===== src/rtl/logic_unit_mc.sv =====
// Multi-cycle bitwise logic unit (AND/OR/XOR/NOR), one SLICE per cycle, LSB first.
// Optional registered all-zero flag on out_zero when LOGIC_UNIT_ZERO_FLAG_EN is defined.
module logic_unit_mc #(
  parameter int WIDTH = 32,
  parameter int SLICE = 8
) (
  input  logic             clk,
  input  logic             rst_n,
  input  logic             in_valid,
  output logic             in_ready,
  input  logic [WIDTH-1:0] in_a,
  input  logic [WIDTH-1:0] in_b,
  input  logic [1:0]       in_op,
  output logic             out_valid,
  input  logic             out_ready,
  output logic [WIDTH-1:0] out_result
`ifdef LOGIC_UNIT_ZERO_FLAG_EN
  ,
  output logic             out_zero
`endif
);

  localparam int N  = WIDTH / SLICE;
  localparam int CW = (N > 1) ? $clog2(N) : 1;

  typedef enum logic [1:0] {IDLE, BUSY, DONE} state_t;

  state_t           state, state_nx;
  logic [WIDTH-1:0] a_q, b_q, result_q, result_nx;
  logic [1:0]       op_q;
  logic [CW-1:0]    cnt;
  logic             last_slice;
  logic [SLICE-1:0] sa, sb, sr;

  assign last_slice = (cnt == CW'(N - 1));
  assign in_ready   = (state == IDLE);
  assign out_valid  = (state == DONE);
  assign out_result = result_q;

  always_ff @(posedge clk or negedge rst_n) begin
    if (!rst_n) state <= IDLE;
    else        state <= state_nx;
  end

  always_comb begin
    state_nx = state;
    case (state)
      IDLE:    if (in_valid)   state_nx = BUSY;
      BUSY:    if (last_slice) state_nx = DONE;
      DONE:    if (out_ready)  state_nx = IDLE;
      default: state_nx = IDLE;
    endcase
  end

  // Slice k of the result, merged into the held result register
  always_comb begin
    sa = a_q[int'(cnt)*SLICE +: SLICE];
    sb = b_q[int'(cnt)*SLICE +: SLICE];
    case (op_q)
      2'd0:    sr = sa & sb;
      2'd1:    sr = sa | sb;
      2'd2:    sr = sa ^ sb;
      default: sr = ~(sa | sb);
    endcase
    result_nx = result_q;
    result_nx[int'(cnt)*SLICE +: SLICE] = sr;
  end

  always_ff @(posedge clk or negedge rst_n) begin
    if (!rst_n) begin
      a_q      <= '0;
      b_q      <= '0;
      op_q     <= '0;
      result_q <= '0;
      cnt      <= '0;
    end else begin
      case (state)
        IDLE: if (in_valid) begin
          a_q      <= in_a;
          b_q      <= in_b;
          op_q     <= in_op;
          result_q <= '0;
          cnt      <= '0;
        end
        BUSY: begin
          result_q <= result_nx;
          // Hold on the last slice so the counter never wraps within an operation
          if (!last_slice) cnt <= cnt + 1'b1;
        end
        default: ;
      endcase
    end
  end

`ifdef LOGIC_UNIT_ZERO_FLAG_EN
  always_ff @(posedge clk or negedge rst_n) begin
    if (!rst_n) begin
      out_zero <= 1'b0;
    end else if (state == BUSY && last_slice) begin
      out_zero <= (result_nx == '0);
    end else if (state == DONE && out_ready) begin
      out_zero <= 1'b0;
    end
  end
`endif

endmodule


===== config.mk =====
export PLATFORM = sky130hd
export DESIGN_NAME = logic_unit_mc
export DESIGN_NICKNAME = d
export VERILOG_FILES = /design/src/rtl/logic_unit_mc.sv
export SDC_FILE = /design/constraint.sdc
export NUM_CORES = 1
export LEC_CHECK = 0
export BUFFER_PORTS_ARGS = -buffer_cell sky130_fd_sc_hd__buf_4
export CAP_MARGIN = 0
export CORE_MARGIN = 2
export CORE_UTILIZATION = 49
export DETAILED_ROUTE_END_ITERATION = 8
export PLACE_DENSITY = 0.76
export SYNTH_ARGS = -nofsm -noshare
export SYNTH_HDL_FRONTEND = slang
export SYNTH_SLANG_ARGS = --single-unit

===== constraint.sdc =====
create_clock -name clk -period 2.2 [get_ports clk]
set_input_delay 0.11 -clock clk [delete_from_list [all_inputs] [get_ports clk]]
set_output_delay 0.11 -clock clk [all_outputs]
set_load 0.02 [all_outputs]

* Word-level counts from Yosys, hierarchy flattened
Index checks and enable logic that the tools add are counted.
Storage, ports and cells: bits of input ports 70, flip-flop bits (word level) 102, output and inout port bits 34, word-level logic and storage cells 43
Operators by class: reduce and logical (&&, ||, !) cells 7, bitwise gates (word level) 4, multiplexer cells 11, shifts and indexed selects 4, add/subtract/negate cells 2, equality and inequality tests 9
Operators with widths (number):
- 32-bit one-hot mux with 2 select lines | 1
- 32-bit by 6-bit indexed part select with 8-bit output | 2
- 5-bit negator with 33-bit output | 1
- 8-bit by 33-bit variable shift with 32-bit output, first input constant | 1
- 8-bit by 33-bit indexed part select with 32-bit output | 1
- 32-bit bitwise mux | 1
- 32-bit two-way mux | 1
- 8-bit one-hot mux with 3 select lines | 1
- 2-bit two-way mux | 5
- 8-bit AND | 1
- 8-bit NOT | 1
- 8-bit OR | 1
- 8-bit bitwise XOR | 1
- 2-bit equality test, second input constant | 3
- 2-bit != test, second input constant | 3
- 2-bit one-hot mux with 3 select lines | 1
- 3-bit AND reduction | 2
- 2-bit by 1-bit equality test with 1-bit output, second input constant | 2
- 2-bit logical NOT | 2
- 2-bit one-hot mux with 2 select lines | 1
- 2-bit AND reduction | 2
- 2-bit by 1-bit adder with 2-bit output, second input constant | 1
- 2-bit by 1-bit != test with 1-bit output, second input constant | 1
- 2-bit nonzero test | 1

* Longest topological paths before layout
depth after elaboration 7, depth in mapped cells 9, gate-level depth less buffers 7

* Least setup slack after synthesis
OpenSTA, ideal clock, no wires.
kind reg-to-reg, start point register cnt[0], end point register result_q[14], in the netlist out_result[14], setup time 0.132 ns, arrival time 2.016 ns, clock period less this slack 2.147 ns, required time 2.068 ns, cell stages (with the launch flop) 8, setup slack 0.053 ns, buffers on the path 1, path through dfrtp_1 -> buf_4 -> mux4_2 -> inv_1 -> ha_1 -> mux2_2 -> a21oi_1 -> o21ai_0
Between the ends: word-level cells in the longest chain between the ends 7, elaborated cells on any way between the ends 12, classes of those cells add/sub (1); shift (4); mux (3); bitwise (4)
RTL lines:
- start: declaration | RTL line 31 | logic [CW-1:0] cnt;
- start signal: assignment | RTL line 88 | if (!last_slice) cnt <= cnt + 1'b1;
- 32-bit by 6-bit indexed part select with 8-bit output (on tied branches) | RTL line 57, 58
- 8-bit OR | RTL line 61, 63
- 8-bit NOT | RTL line 63 | default: sr = ~(sa | sb);
- 8-bit one-hot mux with 3 select lines | RTL line 59 | case (op_q)
- 8-bit by 33-bit indexed part select with 32-bit output | RTL line 66 | result_nx[int'(cnt)*SLICE +: SLICE] = sr;
- 32-bit bitwise mux (*) | RTL line 66
- 32-bit one-hot mux with 2 select lines (*) | RTL line 77 | case (state)
- end signal: assignment | RTL line 86 | result_q <= result_nx;
- end: declaration | RTL line 29 | logic [WIDTH-1:0] a_q, b_q, result_q, result_nx;
Every way passes the cells marked *; elsewhere a longest branch is shown, timed or not. A chain may end at the register's enable or synchronous reset.

* Worst setup path in the final report
start point register cnt[0], end point register result_q[2], in the netlist out_result[2]
Same word-level chain as after synthesis.

==> reports/results.tsv <==
metric	value	unit
synth_seq_cells	102	
r2r_start	cnt[0]	
synth_area	0.00495	mm²
yosys-top-cells-area	dfrtp_1 (52%), mux2_4 (12%), mux2_2 (7.3%)	
ir_drop	0.000647	V
internal_power	0.00577	W
reg2reg_slack	0.03	ns
yosysUniqueCellTypes	28	
cts-buffers-inserted	9	
vias_per_cell	5.15	
holdWs	0.190	ns
p_clk_frac	0.118	
ant_nets	0	
ys.flop_type	dfrtp_1	
tightest_slew	0.792	ns
rsz0062_at_grt	yes	
cp.arrival	2.40	ns
worstRegToRegCells	7	
dp_slack	-0.0836	ns
path_clk_slew	0.10	ns
clockBufferDepth	2	
syn_inst	371	
post-route-min-period	2.17	ns
grt_start_max_net_pins	67	
rows	36	
cts_htree_levels	3	
track_usage	0.225	
antenna_cells	0	
start_util	0.507	
power.share.sequential	0.362	
endpoint_kind	flip-flop	
crit_type	reg2reg	
gp_congestion	0.862	
yosysSeqAreaShare	0.515	
slew_violations	0	
grt_pass1_wl	19200	µm
portBuffers	103	
hold_class	in2reg	
setup_viol	0	
areaGrowthSynthToFinish	38.0	%
grt_overflow	0	
vias	3532	
hold_viol_final	0	
worstPathRequired	2.43	ns
antenna_found_initial	0	
synth_common_cells	dfrtp_1 (102), mux2_4 (40), nand2_1 (38), o21ai_0 (38), mux2_2 (32)	
dp_hpwl	7850	µm
power_switching	0.00348	W
crit_path_start_kind	flip-flop	
yosys_warnings	0	
nets	638	
cts_tree	built	
core-area	0.00977	mm²
fin_crit_sh	0.986	
ctsRootBufferMaster	clkbuf_8	
leakagePower	3.19	nW
combPwrFrac	0.520	
synth_fp_nets	461	
wire_per_inst	17.2	µm
maxCapViolations	0	
power.density	1350	mW/mm²
yosys.area.top_type	dfrtp_1	
synthArstFlopShare	1.00	
setup_slack	0.0319	ns
reg2reg_to	out_result[2]	
synth-edff-count	0	
synth_top_area_frac	0.515	
sw_frac_of_total	0.377	
pin_count	104	
hold_end	cnt[0]	
critPathMaxFanout	6	
clk_latency	0.37	ns
post-synth-top-count-cell	dfrtp_1	
cts_sinks	102	
slew_headroom	0.472	
outcome	completed	
die-area	0.0109	mm²
drive_above_1_share	0.432	
postRouteWirelength	11800	µm
finClkSkew	0.0118	ns
fmax	461	MHz
drc	0	
drtPass1Iterations	4	
die_y	105	µm
grt_pass1_vias	3667	
holdPathStages	4	
drt_iter0_markers	130	
die_x	105	µm
min_from	in_valid	
synth.avg_cell_area	13.4	µm²
flip-flops by register name (all words and copies together) (netlist names):
signal / cells
b_q: 32
op_q: 2
state: 2
cnt: 2
out_result: 32
a_q: 32
area by class of cell:
| type | count | area [µm²] |
|---|---|---|
| well taps | 133 | 166 |
| flip-flops and latches | 102 | 2550 |
| inverters | 20 | 75.1 |
| clock buffers | 11 | 141 |
| multi-input cells | 231 | 2260 |
| fillers | 693 | 2940 |
| clock inverters | 5 | 35.0 |
| repair buffers | 184 | 1610 |
timing repair:
item,CTS,global route
setup buffers,0,3
endpoints found under the setup margin,11,29
gates cloned,0,1
hold endpoints to repair,112,0
pin swaps,0,7
hold buffers,68,0
gates resized for setup,4,36
power groups by stage:
stage / combinational (W) / sequential [W] / clock (W)
floorplan: 0.00328 / 0.00313 / 0
global placement: 0.00410 / 0.00331 / 0
detailed placement: 0.00425 / 0.00335 / 0
CTS: 0.00445 / 0.00332 / 0.00111
global route: 0.00529 / 0.00345 / 0.00118
finish: 0.00481 / 0.00335 / 0.00109
worst max-delay path, cell delays in order, from the launching register on:
cell       delay (ns)
dfrtp_2          0.44
clkbuf_16        0.18
mux4_2           0.51
inv_1            0.08
ha_1             0.21
mux2_2           0.27
a21oi_2          0.20
o21ai_0          0.14
how the worst max path moves through the flow:
stage | endpoint | startpoint | slack [ns] | cells after the start
global placement | out_result[23] | cnt[0] | -0.002 | 7
finish | out_result[2] | cnt[0] | 0.03 | 7
global route | out_result[9] | cnt[0] | -0.08 | 7
floorplan | out_result[14] | cnt[0] | 0.05 | 7
CTS | out_result[21] | cnt[0] | 0.005 | 7
detailed placement | out_result[23] | cnt[0] | -0.08 | 7
logic make-up (layout without fill, tap and decap cells):
kind of cell,Yosys count,in the layout,share of synthesized area
flops,102,102,0.515
buf+inv,38,220,0.0437
compound gates,58,58,0.0654
fa+ha+maj,20,20,0.0505
simple gates,65,65,0.0584
mux,88,88,0.267
per-layer routing:
metal  vias up  wire length (µm)  global-route usage
li1       1660                 -                   -
met1      1755              5220               0.311
met2       109              5890               0.372
met3         8               592              0.0356
met4         0               127              0.0637
met5         -                 0                   0
cell usage in the layout, fill, tap and decap left out, types with 2 or more instances in the layout:
cell type	count
inv_1	13
mux4_2	16
nand3_1	2
buf_4	111
o21ai_1	18
ha_1	19
mux2_4	41
nand2b_1	2
o31ai_2	2
o21ai_0	19
clkbuf_8	10
nor2_1	11
a21oi_1	2
a21oi_2	3
nand2_1	38
dfrtp_1	101
clkinvlp_4	4
nor3_1	2
a211oi_1	6
buf_12	3
dlygate4sd3_1	68
nor2b_1	5
a21o_1	4
inv_2	7
mux2_2	31
a21oi_4	3
metrics by stage:
step / util / area (µm²) / TNS (ns) / total power [W] / instances
detailed placement: 0.599 / 5860 / -0.446 / 0.00760 / 598
global route: 0.700 / 6840 / -0.737 / 0.00992 / 686
CTS: 0.689 / 6730 / 0 / 0.00888 / 682
global placement: 0.599 / 5860 / -0.00181 / 0.00741 / 598
floorplan: - / 4950 / 0 / 0.00642 / 371
finish: 0.700 / 6840 / 0 / 0.00925 / 686
(Power assumes the default switching activity.)
